$ cat src/rtl/forwarding_scoreboard_unit_if.sv
// Operand-forwarding / hazard bus between the IDEX stage and the forwarding scoreboard unit.
// The pipeline side is the master and the scoreboard unit is the slave.
interface forwarding_scoreboard_unit_if #(
  parameter int NUM_SRC = 2,
  parameter int NUM_FWD = 2,
  parameter int REG_W   = 5,
  parameter int LAT_W   = 4
);
  localparam int SEL_W = $clog2(NUM_FWD + 1);

  logic [NUM_SRC*REG_W-1:0] in_src_rs;
  logic [NUM_SRC-1:0]       in_src_valid;
  logic [NUM_FWD*REG_W-1:0] in_fwd_rd;
  logic [NUM_FWD-1:0]       in_fwd_write_enable;
  logic [NUM_FWD-1:0]       in_fwd_data_ready;
  logic                     in_issue_valid;
  logic [REG_W-1:0]         in_issue_rd;
  logic [LAT_W-1:0]         in_issue_latency;
  logic                     in_flush;
  logic [NUM_SRC*SEL_W-1:0] out_forward_sel;
  logic                     out_stall;
  logic [REG_W:0]           out_pending_count;

  modport master (
    output in_src_rs, in_src_valid, in_fwd_rd, in_fwd_write_enable, in_fwd_data_ready,
           in_issue_valid, in_issue_rd, in_issue_latency, in_flush,
    input  out_forward_sel, out_stall, out_pending_count
  );

  modport slave (
    input  in_src_rs, in_src_valid, in_fwd_rd, in_fwd_write_enable, in_fwd_data_ready,
           in_issue_valid, in_issue_rd, in_issue_latency, in_flush,
    output out_forward_sel, out_stall, out_pending_count
  );
endinterface

$ cat src/rtl/forwarding_scoreboard_unit.sv
// Forwarding select, load-use / RAW / WAW stall generation and a per-register
// countdown scoreboard for long-latency (mul/div) writes.
module forwarding_scoreboard_unit #(
  parameter int NUM_SRC = 2,
  parameter int NUM_FWD = 2,
  parameter int REG_W   = 5,
  parameter int LAT_W   = 4
) (
  input  logic                          clk,
  input  logic                          reset,
  forwarding_scoreboard_unit_if.slave   bus
);
  localparam int SEL_W = $clog2(NUM_FWD + 1);
  localparam int NREG  = 1 << REG_W;

  logic [NREG-1:0]            busy, busy_nxt;
  logic [NREG-1:0][LAT_W-1:0] cnt, cnt_nxt;
  logic [REG_W:0]             pending_q, pending_nxt;
  logic [NUM_SRC*SEL_W-1:0]   sel;
  logic                       load_use, raw, waw, stall, accept;

  // Forwarding scan: the lowest stage index (youngest) that matches wins.
  always_comb begin
    sel      = '0;
    load_use = 1'b0;
    raw      = 1'b0;
    for (int unsigned i = 0; i < NUM_SRC; i++) begin : g_src
      logic [REG_W-1:0] rs;
      logic             matched;
      rs      = bus.in_src_rs[i*REG_W +: REG_W];
      matched = 1'b0;
      if (bus.in_src_valid[i]) begin
        for (int unsigned k = 0; k < NUM_FWD; k++) begin
          if (!matched && bus.in_fwd_write_enable[k] &&
              bus.in_fwd_rd[k*REG_W +: REG_W] != '0 &&
              bus.in_fwd_rd[k*REG_W +: REG_W] == rs) begin
            matched                 = 1'b1;
            sel[i*SEL_W +: SEL_W]   = SEL_W'(k + 1);
            if (!bus.in_fwd_data_ready[k]) load_use = 1'b1;
          end
        end
        if (rs != '0 && busy[rs]) raw = 1'b1;
      end
    end
  end

  assign waw    = bus.in_issue_valid && bus.in_issue_rd != '0 && busy[bus.in_issue_rd];
  assign stall  = load_use | raw | waw;
  assign accept = bus.in_issue_valid && !bus.in_flush && !stall && bus.in_issue_rd != '0;

  // Expire/decrement first, then accept; a stalled issue is never accepted so
  // the accepted entry is never busy and the two updates cannot collide.
  always_comb begin
    busy_nxt = busy;
    cnt_nxt  = cnt;
    for (int unsigned r = 0; r < NREG; r++) begin
      if (busy[r]) begin
        if (cnt[r] > LAT_W'(1)) begin
          cnt_nxt[r] = cnt[r] - LAT_W'(1);
        end else begin
          busy_nxt[r] = 1'b0;
          cnt_nxt[r]  = '0;
        end
      end
    end
    if (accept) begin
      busy_nxt[bus.in_issue_rd] = 1'b1;
      cnt_nxt[bus.in_issue_rd]  = (bus.in_issue_latency == '0) ? LAT_W'(1) : bus.in_issue_latency;
    end
  end

  always_comb begin
    pending_nxt = '0;
    for (int unsigned r = 0; r < NREG; r++) begin
      pending_nxt = pending_nxt + {{REG_W{1'b0}}, busy_nxt[r]};
    end
  end

  always_ff @(posedge clk or negedge reset) begin
    if (!reset) begin
      busy      <= '0;
      cnt       <= '0;
      pending_q <= '0;
    end else begin
      busy      <= busy_nxt;
      cnt       <= cnt_nxt;
      pending_q <= pending_nxt;
    end
  end

  assign bus.out_forward_sel   = sel;
  assign bus.out_stall         = stall;
  assign bus.out_pending_count = pending_q;
endmodule

$ cat src/flat_wrapper.sv
// flat-port wrapper written by rule: the top's interface ports become plain ports
module forwarding_scoreboard_unit_flat 
#(
  parameter int NUM_SRC = 2,
  parameter int NUM_FWD = 2,
  parameter int REG_W   = 5,
  parameter int LAT_W   = 4
)
  (clk, reset, bus_in_src_rs, bus_in_src_valid, bus_in_fwd_rd, bus_in_fwd_write_enable, bus_in_fwd_data_ready, bus_in_issue_valid, bus_in_issue_rd, bus_in_issue_latency, bus_in_flush, bus_out_forward_sel, bus_out_stall, bus_out_pending_count);
  forwarding_scoreboard_unit_if #(.NUM_SRC(NUM_SRC), .NUM_FWD(NUM_FWD), .REG_W(REG_W), .LAT_W(LAT_W)) bus_i ();
  input  logic clk;
  input  logic reset;
  input wire logic [$bits(bus_i.in_src_rs)-1:0] bus_in_src_rs;
  input wire logic [$bits(bus_i.in_src_valid)-1:0] bus_in_src_valid;
  input wire logic [$bits(bus_i.in_fwd_rd)-1:0] bus_in_fwd_rd;
  input wire logic [$bits(bus_i.in_fwd_write_enable)-1:0] bus_in_fwd_write_enable;
  input wire logic [$bits(bus_i.in_fwd_data_ready)-1:0] bus_in_fwd_data_ready;
  input wire logic [$bits(bus_i.in_issue_valid)-1:0] bus_in_issue_valid;
  input wire logic [$bits(bus_i.in_issue_rd)-1:0] bus_in_issue_rd;
  input wire logic [$bits(bus_i.in_issue_latency)-1:0] bus_in_issue_latency;
  input wire logic [$bits(bus_i.in_flush)-1:0] bus_in_flush;
  output wire logic [$bits(bus_i.out_forward_sel)-1:0] bus_out_forward_sel;
  output wire logic [$bits(bus_i.out_stall)-1:0] bus_out_stall;
  output wire logic [$bits(bus_i.out_pending_count)-1:0] bus_out_pending_count;
  assign bus_i.in_src_rs = bus_in_src_rs;
  assign bus_i.in_src_valid = bus_in_src_valid;
  assign bus_i.in_fwd_rd = bus_in_fwd_rd;
  assign bus_i.in_fwd_write_enable = bus_in_fwd_write_enable;
  assign bus_i.in_fwd_data_ready = bus_in_fwd_data_ready;
  assign bus_i.in_issue_valid = bus_in_issue_valid;
  assign bus_i.in_issue_rd = bus_in_issue_rd;
  assign bus_i.in_issue_latency = bus_in_issue_latency;
  assign bus_i.in_flush = bus_in_flush;
  assign bus_out_forward_sel = bus_i.out_forward_sel;
  assign bus_out_stall = bus_i.out_stall;
  assign bus_out_pending_count = bus_i.out_pending_count;
  forwarding_scoreboard_unit #(.NUM_SRC(NUM_SRC), .NUM_FWD(NUM_FWD), .REG_W(REG_W), .LAT_W(LAT_W)) u_core (.clk(clk), .reset(reset), .bus(bus_i));
endmodule
$ cat config.mk
export PLATFORM = sky130hd
export DESIGN_NAME = forwarding_scoreboard_unit_flat
export DESIGN_NICKNAME = d
export VERILOG_FILES = /design/src/rtl/forwarding_scoreboard_unit_if.sv /design/src/rtl/forwarding_scoreboard_unit.sv /design/src/flat_wrapper.sv
export SDC_FILE = /design/constraint.sdc
export NUM_CORES = 1
export LEC_CHECK = 0
export BUFFER_PORTS_ARGS = -buffer_cell sky130_fd_sc_hd__buf_4
export CAP_MARGIN = 20
export CORE_ASPECT_RATIO = 0.5
export CORE_UTILIZATION = 25
export CTS_BUF_LIST = sky130_fd_sc_hd__clkbuf_4 sky130_fd_sc_hd__clkbuf_8
export CTS_CLUSTER_DIAMETER = 100
export DETAILED_ROUTE_END_ITERATION = 12
export PLACE_DENSITY = 0.38
export SLEW_MARGIN = 0
export SYNTH_ARGS = -nofsm -noshare
export SYNTH_HDL_FRONTEND = slang
export SYNTH_SLANG_ARGS = --single-unit
$ cat constraint.sdc
create_clock -name clk -period 7.95 [get_ports clk]
set_input_delay 0.3975 -clock clk [delete_from_list [all_inputs] [get_ports clk]]
set_output_delay 0.3975 -clock clk [all_outputs]
set_load 0.01 [all_outputs]
==> results.sh <==
export IMPL_rsz0062_at_grt="no"
export IMPL_clockBufferDepth=2
export IMPL_fin_crit_ns=7.57
export IMPL_viasPerCell=4.75
export IMPL_yosys_area_share_simple=0.182
export IMPL_numPortBuffers=49
export IMPL_routedWlPerCell_um=18.3
export IMPL_dieArea_um2=49900
export IMPL_avgSynthCellArea_um2=10.4
export IMPL_cts_tree="yes"
export IMPL_p_seq_frac=0.419
export IMPL_synth_top_area_share=0.339
export IMPL_synth_ff_type="dfrtp_1"
export IMPL_grt_ovfl_total=0
export IMPL_yosysWarnings=0
export IMPL_clkSlewWorstSetupHoldPaths_ns=0.10
export IMPL_ys_ff_latch=166
export IMPL_io_pins=50
export IMPL_r2r_end="u_core.bus.out_pending_count[4]$_DFF_PN0_"
export IMPL_synth_top_area_cell="dfrtp_1"
export IMPL_maxCapViolations=0
export IMPL_grt_max_degree=71
export IMPL_antenna_cells=0
export IMPL_dr_pass1_iters=5
export IMPL_synthMuxAreaShare=0.202
export IMPL_power_frac_comb=0.339
export IMPL_min_period_over_period=0.953
export IMPL_netlist_instances=1179
export IMPL_ys_seq_area_frac=0.339
export IMPL_fill_cells=4875
export IMPL_hold_violations=0
export IMPL_start_util=0.257
export IMPL_cts_max_level=4
export IMPL_ant_nets=0
export IMPL_place_congestion=0.853
export IMPL_p_per_area_nw_per_um2=201
export IMPL_postLayoutCoreUtil=0.289
export IMPL_core_area_um2=47600
export IMPL_area_delta_synth_final_pct=12.4
export IMPL_crit_path_end_kind="register"
export IMPL_worstSetupPathType="register to register"
export IMPL_max_slew_margin=0.339
export IMPL_synth_compound_gate_area_share=0.0895
export IMPL_p_leak_uw=0.00648
export IMPL_routed_wl_um=34400
export IMPL_hp_class="primary input to asynchronous set/reset pin"
export IMPL_drc_errors=0
export IMPL_ff2ff_setup_slack_ns=0.38
export IMPL_grt_total_usage=0.143
export IMPL_worst_path_max_fanout=11
export IMPL_drive_gt1_frac=0.234
export IMPL_cts_root_buffer="clkbuf_8"
export IMPL_worstPathRequired_ns=8.37
export IMPL_synth_xor_area_frac=0.0165
export IMPL_synthesis_nets=1314
export IMPL_clk_latency_ns=0.49
export IMPL_row_count=56
export IMPL_hpwl_um=25200
export IMPL_synth_edff_count=0
export IMPL_netlist_area_um2=12200
export IMPL_netlist_top_cells_area="dfrtp_1 (34%), ha_1 (7.4%), mux2_2 (6.7%)"
export IMPL_setup_viol=0
export IMPL_first_iter_violations=449
export IMPL_startpoint_type="register"
export IMPL_p_switching_uw=960
export IMPL_fmax_mhz=132
export IMPL_nets=1363
export IMPL_swShare=0.347
export IMPL_critPathArrivalTime_ns=8.00
export IMPL_cts_buffers=17
export IMPL_finalClockSkew_ns=0.0141
export IMPL_status="finished, final reports clean"
export IMPL_hold_ws_ns=0.383
export IMPL_synth_async_reset_ratio=1.00
export IMPL_setup_tns_ns=0
export IMPL_synth_adder_area_share=0.113
export IMPL_ctsResizeCount=0
export IMPL_ys_types=64
export IMPL_finalMaxSlewViolations=0
export IMPL_antenna_found_initial=0
export IMPL_ir_worst_vdd_uv=97.7
export IMPL_clkSinkCount=166
export IMPL_die_h_um=158
export IMPL_synth_top_family_by_area="multiplexers"
export IMPL_intPower_uw=1800
export IMPL_reg2reg_depth=23
export IMPL_die_w_um=315
export IMPL_grt_pass1_wl_um=53700
export IMPL_pwr_share_clk=0.242
export IMPL_r2r_start="u_core.busy[29]$_DFF_PN0_"
export IMPL_grt_pass1_vias=8996
export IMPL_vias=8934
export IMPL_worstMarginPinSlew_ns=0.992
[sequential cells by signal, summed over array words and instances (netlist names)]
signal,cells
u_core.cnt,128
u_core.busy,32
u_core.bus.out_pending_count,6
[cell usage in the layout (no fill, tap or decap), types with 7 or more instances in the layout]
cell type and n:
mux4_1 7, buf_4 77, a21oi_1 11, a31oi_1 23, a21o_1 11, mux2_2 73
clkbuf_8 20, xnor2_1 8, o21ai_0 36, mux2_4 54, nor3_1 32, mux4_2 7
nand3_1 18, xor2_1 15, o22ai_1 33, nand2_1 98, and4_2 8, dfrtp_1 166
nand4_4 18, inv_1 100, nand2b_1 28, o31ai_1 33, nor2_1 98, mux2i_1 50
nor2b_1 21, or2_2 8, nor4_1 11, fa_1 24, nand4_1 9, ha_1 72
[metrics by stage]
| step | area, um^2 | instances | worst slack, ns | total power, uW |
|---|---|---|---|---|
| after detailed placement | 13300 | 1846 | 0.233 | 2110 |
| after global routing | 13800 | 1879 | 0.112 | 3000 |
| after global placement | 13300 | 1846 | 0.259 | 2070 |
| final | 13800 | 1879 | 0.376 | 2760 |
| after CTS | 13800 | 1879 | 0.362 | 2810 |
| after floorplan | 12200 | 1179 | 0.686 | 1890 |
[worst max path at each step]
stage	from	endpoint	slack, ns	cells after the start
final	u_core.busy[29]$_DFF_PN0_	u_core.bus.out_pending_count[4]$_DFF_PN0_	0.38	23
after global routing	u_core.busy[29]$_DFF_PN0_	u_core.bus.out_pending_count[4]$_DFF_PN0_	0.11	23
after CTS	u_core.busy[29]$_DFF_PN0_	u_core.bus.out_pending_count[4]$_DFF_PN0_	0.36	23
after detailed placement	bus_in_src_rs[0]	u_core.bus.out_pending_count[4]$_DFF_PN0_	0.23	24
after global placement	bus_in_src_rs[0]	u_core.bus.out_pending_count[4]$_DFF_PN0_	0.26	24
after floorplan	bus_in_src_rs[0]	u_core.bus.out_pending_count[4]$_DFF_PN0_	0.69	25
[Yosys cell counts, drive strengths merged (2+ instances only)]
master,n
inv,100
nor4,11
nand2b,28
o221ai,2
fa,24
a21oi,11
buf,22
clkbuf,22
mux4,14
mux2i,50
dlygate4sd3,6
nand3b,6
or2b,4
a2111oi,2
xnor2,8
nor2,99
xor2,15
nand3,18
or2,8
o21ai,36
nor3,32
nand2,98
or3b,2
or3,3
nor4b,3
ha,72
nand4,27
o22ai,33
nor3b,4
o31a,5
and4,9
a21o,11
o31ai,33
and3b,2
nor2b,21
a31oi,23
dfrtp,166
and2,10
mux2,127
[metal layers]
metal / GRT usage / up-vias / part of all wire
met1: 0.202 / 4506 / 0.50
li1: - / 4251 / -
met2: 0.227 / 152 / 0.45
met3: 0.0228 / 25 / 0.030
met5: 0 / - / 0
met4: 0.0326 / 0 / 0.012
[power groups by stage]
stage | sequential (uW) | clock, uW | combinational [uW]
final | 1160 | 669 | 937
after global routing | 1180 | 744 | 1070
after CTS | 1160 | 702 | 947
after detailed placement | 1170 | 0 | 941
after global placement | 1170 | 0 | 907
after floorplan | 1140 | 0 | 749
[critical path, cell delays in order (launching register included)]
cell and delay (ns):
dfrtp_1 0.49, mux4_1 0.55, mux4_2 0.48, o2111a_1 0.28, a2111oi_4 0.45, buf_4 0.34, nand4_4 0.19, and2_2 0.26
fa_1 0.55, inv_1 0.09, fa_1 0.48, fa_1 0.50, inv_1 0.06, fa_1 0.53, inv_1 0.05, fa_1 0.50
inv_1 0.05, fa_1 0.54, fa_1 0.18, inv_1 0.06, fa_1 0.39, a21o_1 0.19, a21oi_1 0.16, xnor2_1 0.13
[layout make-up]
class                           count  area, um^2  area share
Inverter                          100         375      0.0273
Sequential cell                   166        4150       0.302
Clock buffer                       20         275      0.0200
Timing Repair Buffer               80         619      0.0450
Clock inverter                     12         144      0.0105
Multi-Input combinational cell    863        7390       0.537
Tap cell                          638         798      0.0580
[logic make-up (layout without fill, tap and decap cells)]
family,Yosys count,in the layout
muxes,191,191
buffers and inverters,150,212
adders and majority gates,96,96
DFF,166,166
xor gates and xnor gates,23,23
AOI/OAI and AO/OA,165,165
and+or+nand+nor,388,388
[repair_timing]
item,in CTS,in global routing
hold buffers,1,0
buffers inserted,0,0
hold endpoints to repair,40,0
No activity file was read; power rests on OpenSTA's default activity.
